## src/rtl/sdram_seq_pkg.sv

```systemverilog
// Shared types and helpers for the SDRAM burst sequencer.
// Optional overlapped issue is enabled by defining SDRAM_BURST_SEQ_OVERLAP_EN.
package sdram_seq_pkg;

    typedef enum logic [2:0] {
        IDLE   = 3'd0,
        ISSUE  = 3'd1,
        SETTLE = 3'd2,
        DRAIN  = 3'd3,
        NEXT   = 3'd4
    } state_e;

    // Cycles held after ctl_go so the master's done flag has time to drop.
    localparam int SETTLE_CYCLES = 2;

    function automatic logic [31:0] bytes_per_burst(input int burst_words, input int data_w);
        return 32'(burst_words * (data_w / 8));
    endfunction

endpackage

```

## src/rtl/sdram_seq_addr_gen.sv

```systemverilog
// Burst index and strided base address register for the SDRAM burst sequencer.
// restart reloads burst 0 / START_BASE; advance steps to the next burst.
module sdram_seq_addr_gen
    import sdram_seq_pkg::*;
#(
    parameter int          NUM_BURSTS   = 4,
    parameter logic [31:0] START_BASE   = 32'h0000_0000,
    parameter logic [31:0] STRIDE_BYTES = 32'h0000_0100,
    localparam int         IDX_W        = $clog2(NUM_BURSTS) + 1
) (
    input  logic             CLOCK_50,
    input  logic             reset_reset_n,
    input  logic             restart,
    input  logic             advance,
    output logic [IDX_W-1:0] burst_idx,
    output logic [31:0]      read_base,
    output logic             last_burst
);

    // NOTE: sequential state uses non-blocking assignments so every register
    // samples the pre-edge values, independent of block ordering.
    always_ff @(posedge CLOCK_50 or negedge reset_reset_n) begin
        if (!reset_reset_n) begin
            burst_idx <= '0;
            read_base <= '0;
        end else if (restart) begin
            burst_idx <= '0;
            read_base <= START_BASE;
        end else if (advance) begin
            burst_idx <= burst_idx + 1'b1;
            read_base <= read_base + STRIDE_BYTES;  // 32-bit wrap is intended
        end
    end

    assign last_burst = (burst_idx == IDX_W'(NUM_BURSTS - 1));

endmodule

```

## src/rtl/sdram_burst_sequencer.sv

```systemverilog
// Issues NUM_BURSTS strided read bursts to the Qsys SDRAM read master and drains its
// show-ahead buffer into a valid/ready stream. Optional macro: SDRAM_BURST_SEQ_OVERLAP_EN.
module sdram_burst_sequencer
    import sdram_seq_pkg::*;
#(
    parameter int          DATA_W       = 16,
    parameter int          BURST_WORDS  = 8,
    parameter int          NUM_BURSTS   = 4,
    parameter logic [31:0] START_BASE   = 32'h0000_0000,
    parameter logic [31:0] STRIDE_BYTES = 32'h0000_0100,
    localparam int         IDX_W        = $clog2(NUM_BURSTS) + 1
) (
    input  logic              CLOCK_50,
    input  logic              reset_reset_n,
    input  logic              start,
    input  logic              loop_en,
    input  logic              stop,
    output logic              busy,
    output logic              pass_done,
    output logic [IDX_W-1:0]  burst_idx,
    output logic              ctl_fixed_location,
    output logic [31:0]       ctl_read_base,
    output logic [31:0]       ctl_read_length,
    output logic              ctl_go,
    input  logic              ctl_done,
    input  logic              ctl_early_done,
    output logic              usr_read_buffer,
    input  logic [DATA_W-1:0] usr_buffer_output_data,
    input  logic              usr_data_available,
    output logic [DATA_W-1:0] out_data,
    output logic              out_valid,
    input  logic              out_ready
`ifdef SDRAM_BURST_SEQ_OVERLAP_EN
    ,
    output logic [15:0]       overlap_cnt
`endif
);

    localparam logic [2:0] ST_IDLE   = IDLE;
    localparam logic [2:0] ST_ISSUE  = ISSUE;
    localparam logic [2:0] ST_SETTLE = SETTLE;
    localparam logic [2:0] ST_DRAIN  = DRAIN;
    localparam logic [2:0] ST_NEXT   = NEXT;

    localparam int               CNT_W       = $clog2(BURST_WORDS + 1);
    localparam int               SET_W       = $clog2(SETTLE_CYCLES + 1);
    localparam logic [CNT_W-1:0] WORDS_LIMIT = CNT_W'(BURST_WORDS);

    logic [2:0]       state, state_nxt;
    logic [CNT_W-1:0] word_cnt;
    logic [SET_W-1:0] settle_cnt;
    logic             loop_flag;
    logic             at_limit, restart, advance, last_burst, overlap_go;

    sdram_seq_addr_gen #(
        .NUM_BURSTS   (NUM_BURSTS),
        .START_BASE   (START_BASE),
        .STRIDE_BYTES (STRIDE_BYTES)
    ) u_addr_gen (
        .CLOCK_50      (CLOCK_50),
        .reset_reset_n (reset_reset_n),
        .restart       (restart),
        .advance       (advance),
        .burst_idx     (burst_idx),
        .read_base     (ctl_read_base),
        .last_burst    (last_burst)
    );

    // Words past BURST_WORDS stay in the master's buffer; the stream never sees them.
    assign at_limit           = (word_cnt == WORDS_LIMIT);
    assign out_valid          = (state == ST_DRAIN) && usr_data_available && !at_limit;
    assign out_data           = usr_buffer_output_data;
    assign usr_read_buffer    = out_valid && out_ready;
    assign busy               = (state != ST_IDLE);
    assign ctl_go             = (state == ST_ISSUE);
    assign ctl_fixed_location = 1'b0;
    assign ctl_read_length    = bytes_per_burst(BURST_WORDS, DATA_W);

`ifdef SDRAM_BURST_SEQ_OVERLAP_EN
    // The master has sent its last request and this burst is fully popped, so the
    // next burst may be kicked off without waiting for done.
    assign overlap_go = (state == ST_DRAIN) && at_limit && !ctl_done && ctl_early_done && !last_burst;

    always_ff @(posedge CLOCK_50 or negedge reset_reset_n) begin
        if (!reset_reset_n)
            overlap_cnt <= '0;
        else if (overlap_go && overlap_cnt != 16'hFFFF)
            overlap_cnt <= overlap_cnt + 1'b1;
    end
`else
    logic early_done_unused;
    assign overlap_go        = 1'b0;
    assign early_done_unused = ctl_early_done;
`endif

    // NOTE: every signal written here gets a default first, so no path infers a latch.
    always_comb begin
        state_nxt = state;
        restart   = 1'b0;
        advance   = 1'b0;
        pass_done = 1'b0;
        case (state)
            ST_IDLE: begin
                if (start) begin
                    restart   = 1'b1;
                    state_nxt = ST_ISSUE;
                end
            end
            ST_ISSUE:  state_nxt = ST_SETTLE;
            ST_SETTLE: begin
                if (settle_cnt == SET_W'(SETTLE_CYCLES - 1))
                    state_nxt = ST_DRAIN;
            end
            ST_DRAIN: begin
                if (at_limit && ctl_done) begin
                    state_nxt = ST_NEXT;
                end else if (overlap_go) begin
                    advance   = 1'b1;
                    state_nxt = ST_ISSUE;
                end
            end
            ST_NEXT: begin
                if (!last_burst) begin
                    advance   = 1'b1;
                    state_nxt = ST_ISSUE;
                end else if (loop_flag) begin
                    restart   = 1'b1;
                    state_nxt = ST_ISSUE;
                end else begin
                    pass_done = 1'b1;
                    state_nxt = ST_IDLE;
                end
            end
            default: state_nxt = ST_IDLE;
        endcase
    end

    always_ff @(posedge CLOCK_50 or negedge reset_reset_n) begin
        if (!reset_reset_n) begin
            state      <= ST_IDLE;
            word_cnt   <= '0;
            settle_cnt <= '0;
            loop_flag  <= 1'b0;
        end else begin
            state <= state_nxt;
            if (state == ST_ISSUE) begin
                word_cnt   <= '0;
                settle_cnt <= '0;
            end else begin
                if (usr_read_buffer)
                    word_cnt <= word_cnt + 1'b1;
                if (state == ST_SETTLE)
                    settle_cnt <= settle_cnt + 1'b1;
            end
            // A start arriving together with stop still launches, but without looping.
            if (state == ST_IDLE && start)
                loop_flag <= loop_en && !stop;
            else if (stop)
                loop_flag <= 1'b0;
        end
    end

endmodule

```

## config.mk

```make
export PLATFORM = sky130hd
export DESIGN_NAME = sdram_burst_sequencer
export DESIGN_NICKNAME = d
export VERILOG_FILES = /design/src/rtl/sdram_seq_pkg.sv /design/src/rtl/sdram_seq_addr_gen.sv /design/src/rtl/sdram_burst_sequencer.sv
export SDC_FILE = /design/constraint.sdc
export NUM_CORES = 1
export LEC_CHECK = 0
export ABC_CLOCK_PERIOD_IN_PS = 4500
export CORE_MARGIN = 1.5
export CORE_UTILIZATION = 34
export DETAILED_ROUTE_END_ITERATION = 12
export GPL_TIMING_DRIVEN = 0
export PLACE_DENSITY = 0.78
export SYNTH_ARGS = -nofsm -noshare
export SYNTH_HDL_FRONTEND = slang
export SYNTH_HIERARCHICAL = 1
export SYNTH_SLANG_ARGS = --single-unit
```

## constraint.sdc

```tcl
create_clock -name CLOCK_50 -period 4.5 [get_ports CLOCK_50]
set_clock_uncertainty 0.1 [all_clocks]
set_input_delay 0.45 -clock CLOCK_50 [delete_from_list [all_inputs] [get_ports CLOCK_50]]
set_output_delay 0.45 -clock CLOCK_50 [all_outputs]
set_load 0.02 [all_outputs]
```

==> metrics.yaml <==
numCtsBuffers: 5
grtUsageTotal_pct: 13.65
gp_congestion: 0.8686
rsz0062_at_grt: "false"
drt_iter0_drc: 72
p_comb_share_pct: 39.7
setup_viol: 0
fmax_ghz: 0.3437
synthXorXnorAreaFrac_pct: 4.275
fin_tns_setup_ps: 0
synth_area_um2: 2459
switching_share_pct: 37.76
h-tree-depth: 2
min_period_ps: 2910
cts_resized: 0
avgRoutedWirePerCell_um: 11.22
seq_power_share_pct: 41.5
worstHoldPathType: "in -> async"
postCtsSetupRepairBufs: 0
end_kind: "flip-flop"
slew_violations: 0
grt_pass1_vias: 1909
die_area_um2: 7750
netlist_instances: 270
yosys.area.top_type: "dfrtp_1"
via_per_inst: 4.422
io_pins: 114
p_int_uw: 736.5
die_w_um: 88.04
clkPwrFrac_pct: 18.9
grt_busiest_layer: "met2"
dieHeight_um: 88.04
synth_ff_type: "dfrtp_1"
start_util_pct: 35.60
grt_pass1_wl_um: 8355
synth.distinct_cells: 44
gr-usage-met1_pct: 15.92
ys_ff_latch: 37
synth_area_leaders: "dfrtp_1 38%, buf_4 18%, nor2_1 3.2%"
yosys.area_share.simple_pct: 20.71
grt_max_degree: 38
grt.overflow.total: 0
critPathLaunchType: "flip-flop"
synth_edf_count: 0
first_pass_iters: 4
critPathArrivalTime_ps: 3020
hold_viol: 0
io_buffers: 55
grt_use_met2_pct: 24.29
rows: 30
cts.sinks: 37
root_buffer: "clkbuf_8"
switching_power_uw: 446.9
drive_above_1_share_pct: 21.56
synth-seq-area-share_pct: 37.66
cp_max_fo: 10
path_class: "reg -> reg"
diodes: 0
core-area_um2: 6907
p_leak_uw: 0.001560
antenna_found_initial: 0
p_per_area_nw_per_um2: 353.3
path_clk_slew_ps: 70
synthDominantCellAreaShare_pct: 37.66
status: "finished clean"
synthArstFlopShare_pct: 100.0
maxCapViolations: 0
period_share_pct: 64.66
clock_path_buffers: 2
wirelength_um: 5240
tightest_slew_ps: 832.4
hpwl_um: 3948
synth-compound-area-share_pct: 9.669
cts_tree: "built"
p_total_uw: 1183
met3_usage_pct: 3.487
synth_top_family_by_area: "buffers and inverters"
final_nets: 401
synth.avg_cell_area_um2: 9.106
num_vias: 2065
peakVddDrop_mv: 0.2311
slew-limit-headroom_pct: 44.51
clk_latency_ps: 290
cp.required_ps: 4610
synth_fa_ha_area_share_pct: 3.053
hold_buffers: 0
drc: 0
yosysWarningCount: 6
synth.mux.area_fraction_pct: 2.494
postRouteAntennaNets: 0
area_delta_synth_final_pct: 36.23
## cell type report
cell class / instances / area [um2]
Buffer: 68 / 491.7
Clock buffer: 6 / 72.57
Multi-Input combinational cell: 192 / 1142
Fill cell: 690 / 3557
Timing Repair Buffer: 55 / 545.5
Tap cell: 96 / 120.1
Inverter: 11 / 41.29
Sequential cell: 37 / 925.9
Clock inverter: 2 / 10.01
## worst paths after layout
check / start / endpoint / slack [ps] / cells after the start
min in group CLOCK_50: word_cnt[0] / word_cnt[0] / 450 / 1
worst max-delay path: state[0] / u_addr_gen/read_base[24] / 1590 / 10
worst min register to register: word_cnt[0] / word_cnt[0] / 450 / 1
max in group asynchronous: reset_reset_n / word_cnt[0] / 3620 / 1
worst min-delay path: reset_reset_n / u_addr_gen/read_base[17] / 150 / 1
worst max register to register: state[0] / u_addr_gen/read_base[24] / 1590 / 10
## power groups by stage
stage          logic, uW  clock network [uW]  registers, uW
4_1_cts              474                 232            491
5_1_grt              520                 245            505
2_1_floorplan        270                   0            526
6_report             470                 223            491
3_3_place_gp         457                   0            492
3_5_place_dp         473                   0            497
## per-stage QoR
stage	area, um2	hold WS (ps)	instances	setup WS, ps	util, %
2_1_floorplan	2601	54.41	308	1936	-
3_3_place_gp	3272	417.5	459	1388	47.37
3_5_place_dp	3267	442.8	459	1355	47.30
4_1_cts	3349	186.6	467	1577	48.50
5_1_grt	3349	227.7	467	1328	48.50
6_report	3349	152.2	467	1590	48.50
## logic make-up after synthesis
group	count (synthesis)
and+or+nand+nor	87
buffers and inverters	79
AOI/OAI and AO/OA	40
DFF	37
xor gates and xnor gates	12
adders and majority gates	6
muxes	6
other	3
## state kept, by name, indices dropped and copies added (netlist names)
signal,count
loop_flag,1
settle_cnt,2
state,3
u_addr_gen/burst_idx,3
u_addr_gen/read_base,24
word_cnt,4
## critical path, stage by stage, from the launching register on
cell and delay [ps]:
dfrtp_1 420, clkbuf_1 220, nor2_1 310, nand2_1 90, nor2_1 150, buf_2 260
o21ai_1 180, or3_1 360, buf_2 200, or4_1 400, a21oi_1 140
## synth_stat cells, types with 6 or more instances
| master | instances |
|---|---|
| inv_1 | 10 |
| or4_1 | 7 |
| nor4_1 | 6 |
| a21oi_1 | 15 |
| o31ai_1 | 6 |
| ha_1 | 6 |
| o21ai_0 | 8 |
| nand2_1 | 13 |
| buf_4 | 58 |
| nor2_1 | 21 |
| xnor2_1 | 8 |
| dfrtp_1 | 37 |
| or3_1 | 7 |
| nor3_1 | 6 |
## cells in the final DEF, fill, tap and decap left out, types with 7 or more instances in the layout
cell type,count
a21oi_1,15
conb_1,41
xnor2_1,8
inv_1,10
or4_1,7
nand2_1,13
nor2_1,21
o21ai_0,8
clkdlybuf4s50_1,54
buf_4,58
or3_1,7
dfrtp_1,37
## metal layers
layer | share of wire (%) | wire length (um) | vias up
li1 | - | - | 1037
met1 | 41 | 2127 | 944
met2 | 50 | 2620 | 77
met3 | 8.3 | 435 | 7
met4 | 1.1 | 57 | 0
met5 | 0 | 0 | -
Note: power is estimated with default switching activity, not from simulation.
